--- src/rtl/vision_axis_pkg.sv ---
// Shared definitions for the camera AXI4-Stream path.
// Contents:
//   AXIS_DATA_W           tdata width of one pixel beat
//   PIX_R/G/B_LSB         bit offsets of the colour fields inside a beat
//                         (pixel packed as {8'h00, R[7:0], G[7:0], B[7:0]})
//   arb_state_t           frame arbiter state encoding (IDLE / ACTIVE)
//   pack_pixel()          builds a beat from 8-bit colour components
package vision_axis_pkg;

    localparam int AXIS_DATA_W = 32;

    localparam int PIX_R_LSB = 16;
    localparam int PIX_G_LSB = 8;
    localparam int PIX_B_LSB = 0;

    typedef enum logic {
        ARB_IDLE   = 1'b0,
        ARB_ACTIVE = 1'b1
    } arb_state_t;

    function automatic logic [AXIS_DATA_W-1:0] pack_pixel(
        input logic [7:0] r,
        input logic [7:0] g,
        input logic [7:0] b
    );
        return {8'h00, r, g, b};
    endfunction

endpackage

--- src/rtl/rr_arbiter_core.sv ---
// Combinational round-robin pick.
// Ports:
//   req        in   NUM_SRC   request vector
//   ptr        in   SRC_W     index of the previous winner
//   grant_idx  out  SRC_W     winning index (0 when nothing requests)
//   any        out  1         at least one request present
// The search starts at ptr+1 and wraps, so the previous winner has the
// lowest priority.
module rr_arbiter_core #(
    parameter  int NUM_SRC = 4,
    localparam int SRC_W   = $clog2(NUM_SRC)
) (
    input  logic [NUM_SRC-1:0] req,
    input  logic [SRC_W-1:0]   ptr,
    output logic [SRC_W-1:0]   grant_idx,
    output logic               any
);

    // Walk the offsets from farthest to nearest so the nearest requester
    // after ptr is the last one written and therefore wins.
    always_comb begin
        int idx;
        logic [SRC_W-1:0] idx_s;
        grant_idx = '0;
        any       = 1'b0;
        idx       = 0;
        idx_s     = '0;
        for (int k = NUM_SRC; k >= 1; k--) begin
            idx   = (int'(ptr) + k) % NUM_SRC;
            idx_s = SRC_W'(idx);
            if (req[idx_s]) begin
                grant_idx = idx_s;
                any       = 1'b1;
            end
        end
    end

endmodule

--- src/rtl/axis_frame_arbiter.sv ---
// Frame-granular round-robin arbiter sharing one downstream AXI4-Stream
// chain between NUM_SRC camera inputs. A source is granted at start of
// frame (tuser), exactly IN_H lines of IN_W beats are passed through with
// zero latency, then the arbiter returns to IDLE and re-arbitrates.
// Ports:
//   aclk, aresetn              clock, asynchronous active-low reset
//   s_axis_t{data,valid,ready,last,user}
//                              per-source input streams, source i at slice i
//   m_axis_t{data,valid,ready,last,user}
//                              output stream to the downscale chain
//   m_axis_tdest               index of the granted source
//   src_enable                 per-source enable, looked at only in IDLE
//   busy                       high while a frame is being forwarded
//   frame_done                 pulse on the last beat of a frame
//   err_sof                    pulse: tuser on a beat other than the first
//   err_line                   pulse: tlast at the wrong beat or missing
module axis_frame_arbiter
    import vision_axis_pkg::*;
#(
    parameter  int NUM_SRC = 4,
    parameter  int IN_W    = 640,
    parameter  int IN_H    = 480,
    parameter  int DATA_W  = AXIS_DATA_W,
    localparam int SRC_W   = $clog2(NUM_SRC)
) (
    input  logic                      aclk,
    input  logic                      aresetn,
    input  logic [NUM_SRC*DATA_W-1:0] s_axis_tdata,
    input  logic [NUM_SRC-1:0]        s_axis_tvalid,
    output logic [NUM_SRC-1:0]        s_axis_tready,
    input  logic [NUM_SRC-1:0]        s_axis_tlast,
    input  logic [NUM_SRC-1:0]        s_axis_tuser,
    output logic [DATA_W-1:0]         m_axis_tdata,
    output logic                      m_axis_tvalid,
    input  logic                      m_axis_tready,
    output logic                      m_axis_tlast,
    output logic                      m_axis_tuser,
    output logic [SRC_W-1:0]          m_axis_tdest,
    input  logic [NUM_SRC-1:0]        src_enable,
    output logic                      busy,
    output logic                      frame_done,
    output logic                      err_sof,
    output logic                      err_line
);

    localparam int XW = $clog2(IN_W);
    localparam int YW = $clog2(IN_H);
    localparam logic [XW-1:0] X_LAST = XW'(IN_W - 1);
    localparam logic [YW-1:0] Y_LAST = YW'(IN_H - 1);

    arb_state_t         state;
    logic [SRC_W-1:0]   sel;
    logic [SRC_W-1:0]   rr_ptr;
    logic [XW-1:0]      x_cnt;
    logic [YW-1:0]      y_cnt;

    logic               active;
    logic [NUM_SRC-1:0] cand;
    logic [NUM_SRC-1:0] resync;
    logic [SRC_W-1:0]   grant_idx;
    logic               grant_any;

    logic [DATA_W-1:0]  sel_tdata;
    logic               sel_tvalid;
    logic               sel_tlast;
    logic               sel_tuser;

    logic               hs;
    logic               first_beat;
    logic               sof_hit;
    logic [XW-1:0]      x_cur;
    logic [YW-1:0]      y_cur;
    logic               x_end;
    logic               y_end;

    assign active = (state == ARB_ACTIVE);

    // A source may win only with an SOF beat waiting; an enabled source
    // showing anything else is drained so it resynchronises to the next SOF.
    assign cand   = src_enable & s_axis_tvalid & s_axis_tuser;
    assign resync = src_enable & s_axis_tvalid & ~s_axis_tuser;

    rr_arbiter_core #(
        .NUM_SRC (NUM_SRC)
    ) u_rr (
        .req       (cand),
        .ptr       (rr_ptr),
        .grant_idx (grant_idx),
        .any       (grant_any)
    );

    always_comb begin
        sel_tdata  = '0;
        sel_tvalid = 1'b0;
        sel_tlast  = 1'b0;
        sel_tuser  = 1'b0;
        for (int i = 0; i < NUM_SRC; i++) begin
            if (sel == SRC_W'(i)) begin
                sel_tdata  = s_axis_tdata[i*DATA_W +: DATA_W];
                sel_tvalid = s_axis_tvalid[i];
                sel_tlast  = s_axis_tlast[i];
                sel_tuser  = s_axis_tuser[i];
            end
        end
    end

    assign m_axis_tdata  = active ? sel_tdata  : '0;
    assign m_axis_tvalid = active & sel_tvalid;
    assign m_axis_tlast  = active & sel_tlast;
    assign m_axis_tuser  = active & sel_tuser;
    assign m_axis_tdest  = active ? sel : '0;

    // The drain path is gated by aresetn so every tready stays low while
    // reset is held, even if a source keeps presenting beats.
    always_comb begin
        s_axis_tready = '0;
        if (active) begin
            s_axis_tready[sel] = m_axis_tready;
        end else if (aresetn) begin
            s_axis_tready = resync;
        end
    end

    // A stray SOF restarts the frame on the same source: the offending beat
    // is treated as beat 0, so all position checks use the restarted
    // coordinates x_cur/y_cur.
    assign hs         = active & sel_tvalid & m_axis_tready;
    assign first_beat = (x_cnt == '0) && (y_cnt == '0);
    assign sof_hit    = hs & sel_tuser & ~first_beat;
    assign x_cur      = sof_hit ? '0 : x_cnt;
    assign y_cur      = sof_hit ? '0 : y_cnt;
    assign x_end      = (x_cur == X_LAST);
    assign y_end      = (y_cur == Y_LAST);

    assign busy       = active;
    assign frame_done = hs & sel_tlast & y_end;
    assign err_sof    = sof_hit;
    assign err_line   = hs & (sel_tlast ? ~x_end : x_end);

    // Line boundaries follow tlast only; without tlast the column count
    // holds at the last column instead of wrapping.
    always_ff @(posedge aclk or negedge aresetn) begin
        if (!aresetn) begin
            state  <= ARB_IDLE;
            rr_ptr <= SRC_W'(NUM_SRC - 1);
            sel    <= '0;
            x_cnt  <= '0;
            y_cnt  <= '0;
        end else begin
            case (state)
                ARB_IDLE: begin
                    x_cnt <= '0;
                    y_cnt <= '0;
                    if (grant_any) begin
                        sel    <= grant_idx;
                        rr_ptr <= grant_idx;
                        state  <= ARB_ACTIVE;
                    end
                end
                ARB_ACTIVE: begin
                    if (hs) begin
                        if (sel_tlast) begin
                            x_cnt <= '0;
                            if (y_end) begin
                                y_cnt <= '0;
                                state <= ARB_IDLE;
                            end else begin
                                y_cnt <= y_cur + 1'b1;
                            end
                        end else begin
                            x_cnt <= x_end ? x_cur : x_cur + 1'b1;
                            y_cnt <= y_cur;
                        end
                    end
                end
                default: state <= ARB_IDLE;
            endcase
        end
    end

endmodule

--- config.mk ---
export PLATFORM = sky130hd
export DESIGN_NAME = axis_frame_arbiter
export DESIGN_NICKNAME = d
export VERILOG_FILES = /design/src/rtl/vision_axis_pkg.sv /design/src/rtl/rr_arbiter_core.sv /design/src/rtl/axis_frame_arbiter.sv
export SDC_FILE = /design/constraint.sdc
export NUM_CORES = 1
export LEC_CHECK = 0
export BUFFER_PORTS_ARGS = -buffer_cell sky130_fd_sc_hd__buf_4
export CAP_MARGIN = 30
export CORE_ASPECT_RATIO = 0.6
export CORE_MARGIN = 4
export CORE_UTILIZATION = 35
export CTS_BUF_LIST = sky130_fd_sc_hd__clkbuf_4
export CTS_CLUSTER_SIZE = 28
export DETAILED_ROUTE_END_ITERATION = 7
export PLACE_DENSITY = 0.69
export SYNTH_ARGS = -nofsm -noshare
export SYNTH_HDL_FRONTEND = slang
export SYNTH_SLANG_ARGS = --single-unit
--- constraint.sdc ---
create_clock -name aclk -period 6.5 [get_ports aclk]
set_input_delay 0.65 -clock aclk [delete_from_list [all_inputs] [get_ports aclk]]
set_output_delay 0.65 -clock aclk [all_outputs]
set_load 0.01 [all_outputs]
==> results.cfg <==
[logic_synthesis]
synth_compound_area_frac = 0.158
synth-seq-cells = 24
async_flop_share = 1.00
synth.distinct_cells = 51
synthSimpleGateAreaFrac = 0.256
synth_fp_nets = 437
synth_edf_count = 0
synth_xor_area_frac = 0.00627
yosysTopAreaCellShare = 0.274
synth_top_family_by_area = multiplexers
syn_area_um2 = 2800
synth_fa_ha_area_frac = 0.00895
postSynthCellCount = 288
synth_area_leaders = mux4_2, dfrtp_1, and2_1, nand3_1, nand2_1
yosysTopAreaCell = mux4_2
seq_area_frac_synth = 0.216
synth_warnings = 0
avgSynthCellArea_um2 = 9.71
synth.area.mux_share = 0.293
yosys_most_used_dff = dfrtp_1

[layout]
fillers = 692
area_growth_pct = 53.8
n_antenna_cell = 0
final_common_cell = buf_4
layoutNonFillerInstCount = 568
multiInputGateArea_um2 = 2020
fin_nets = 614
drive_gt1_frac = 0.528
regArea_um2 = 604
fin_area_um2 = 4300
most-common-layout-cells = buf_4, and2_1, mux4_2, nand2_1, nand3_1

[placement]
port_buffers = 191
placed_area_um2 = 4250
dp_hpwl_um = 9320
dp_cells = 564
globalplace.congestion = 0.924

[clock_tree]
cts.sinks = 24
cts.htree.levels = 1
cts-root-buf = clkbuf_4
path_clk_slew_ns = 0.15
post-cts-setup-buffers = 0
cts_resized = 0
clock_latency_ns = 0.33
cts_made_buffers = 3
cts_tree = yes
hold_buffers = 0
cts.path.max_buffers = 2

[worst_setup_path]
cp-start-kind = flip-flop
crit-reg2reg-capture = y_cnt[4]$_DFFE_PN0P_
rrSetupSlack_ns = 2.79
rr_worst_depth = 10
critPathCaptureType = output pin
timing.rr.start = busy$_DFF_PN0_
cp_max_fo = 40
crit_required_ns = 5.85
worstPathArrival_ns = 3.76
worstSetupPathType = reg -> out

[die]
row_count = 24
die_w_um = 123
die_y_um = 77.2
start_util = 0.372
ios = 192
core_area_um2 = 7510
die_area_um2 = 9530

[power]
p_leak_nw = 1.96
p_per_area_nw_per_um2 = 167
ir_drop_mv = 0.0871

[grt]
grt_pass1_vias = 3232
antenna_found_initial = 0
grt_util_all_layers = 0.235
grt_max_degree = 41
overflow = 0
grt_pass1_wl_um = 17700

[detailed_routing]
drc = 0
post_drt_wl_per_cell_um = 20.1
viasPerCell = 5.60
drtPass1Iterations = 5
dr_total_vias = 3178
wirelength_um = 11400
ant_nets = 0
first_iter_violations = 279

[timing]
hold_violations = 0
worstMarginPinSlew_ns = 1.02
max_slew_margin = 0.319
min_period_over_period = 0.678
drv_slew = 0
min_period_ns = 4.41
fmaxAchievable_mhz = 227
fin_skew_ns = 0.0103
setup_viol = 0
rsz0062_at_grt = no
fin_setup_tns_ns = 0

[outcome]
status = finished, final reports clean

[worst_hold_path]
worstHoldPathType = in -> async

[job]
max_cap_viol_count = 0
registers in the layout, summed over array words and instances (netlist names):
register	count
busy	1
rr_ptr	2
sel	2
x_cnt	10
y_cnt	9
final cells by class:
cell class	count	share of cell area
multi-input combinational	232	0.470
timing repair buffer	194	0.339
sequential	24	0.141
tap	104	0.0303
inverter	10	0.00873
clock inverter	1	0.00698
clock buffer	3	0.00524
critical path: stages (launching register included):
cell and delay [ns]:
dfrtp_1 0.79, nand3b_1 0.38, o22ai_2 0.20, o211ai_4 0.18, and2_1 0.17, ha_1 0.26, and4_1 0.32, nand3_1 0.13
nor4_1 0.53, nand3_1 0.15, a21oi_1 0.18, buf_4 0.14
report_power, final:
part	internal (W)	leakage, nW	total (W)	switching (W)
Combinational	0.000225	1.62	0.000423	0.000199
Sequential	0.000166	0.314	0.000184	0.0000187
Clock	0.0000624	0.0279	0.000113	0.0000504
Total	0.000453	1.96	0.000720	0.000268
worst max-delay path by stage:
| stage | from | to | slack, ns | cells after the start |
|---|---|---|---|---|
| after CTS | busy$_DFF_PN0_ | err_line | 2.09 | 11 |
| after floorplan | s_axis_tuser[3] | err_line | 2.96 | 9 |
| after global routing | busy$_DFF_PN0_ | err_line | 1.71 | 11 |
| after global placement | s_axis_tuser[3] | err_line | 2.59 | 11 |
| final | busy$_DFF_PN0_ | err_line | 2.09 | 11 |
| after detailed placement | s_axis_tuser[3] | err_line | 2.49 | 11 |
Yosys cell counts (3+ instances only):
cell type	instances
buf_2	8
o21ai_0	7
nand3_1	22
a21oi_1	8
nand4_1	8
clkbuf_1	7
and4_1	4
buf_4	3
dfrtp_1	22
o32ai_1	4
a32o_1	3
o21ai_1	7
and2_1	41
and3_1	6
inv_1	9
nor2_1	11
nand3b_1	3
mux4_2	34
nor3_1	3
a31oi_1	10
nand2_1	23
nor4_1	5
mux2i_1	3
per-layer routing:
layer	GRT usage	up-vias	routed length (um)	share of wire
met1	0.337	1550	5090	0.45
met4	0.0331	0	122	0.011
met3	0.0375	16	851	0.074
met2	0.382	142	5360	0.47
met5	0	-	0	0
li1	-	1470	-	-
cell families (layout without fill, tap and decap cells):
group,count (synthesis),after routing
AOI/OAI and AO/OA,61,61
xor gates and xnor gates,2,2
and+or+nand+nor,129,129
DFF,24,24
muxes,38,38
buffers and inverters,32,208
adders and majority gates,2,2
per-stage QoR:
step | power (W) | util | setup slack [ns] | hold slack, ns
after floorplan | 0.000436 | - | 2.96 | 0.354
after global placement | 0.000603 | 0.566 | 2.59 | 0.525
after CTS | 0.000722 | 0.573 | 2.09 | 0.208
after global routing | 0.000765 | 0.573 | 1.71 | 0.211
final | 0.000720 | 0.573 | 2.09 | 0.202
after detailed placement | 0.000609 | 0.566 | 2.49 | 0.531
Note: power is estimated with default switching activity, not from simulation.
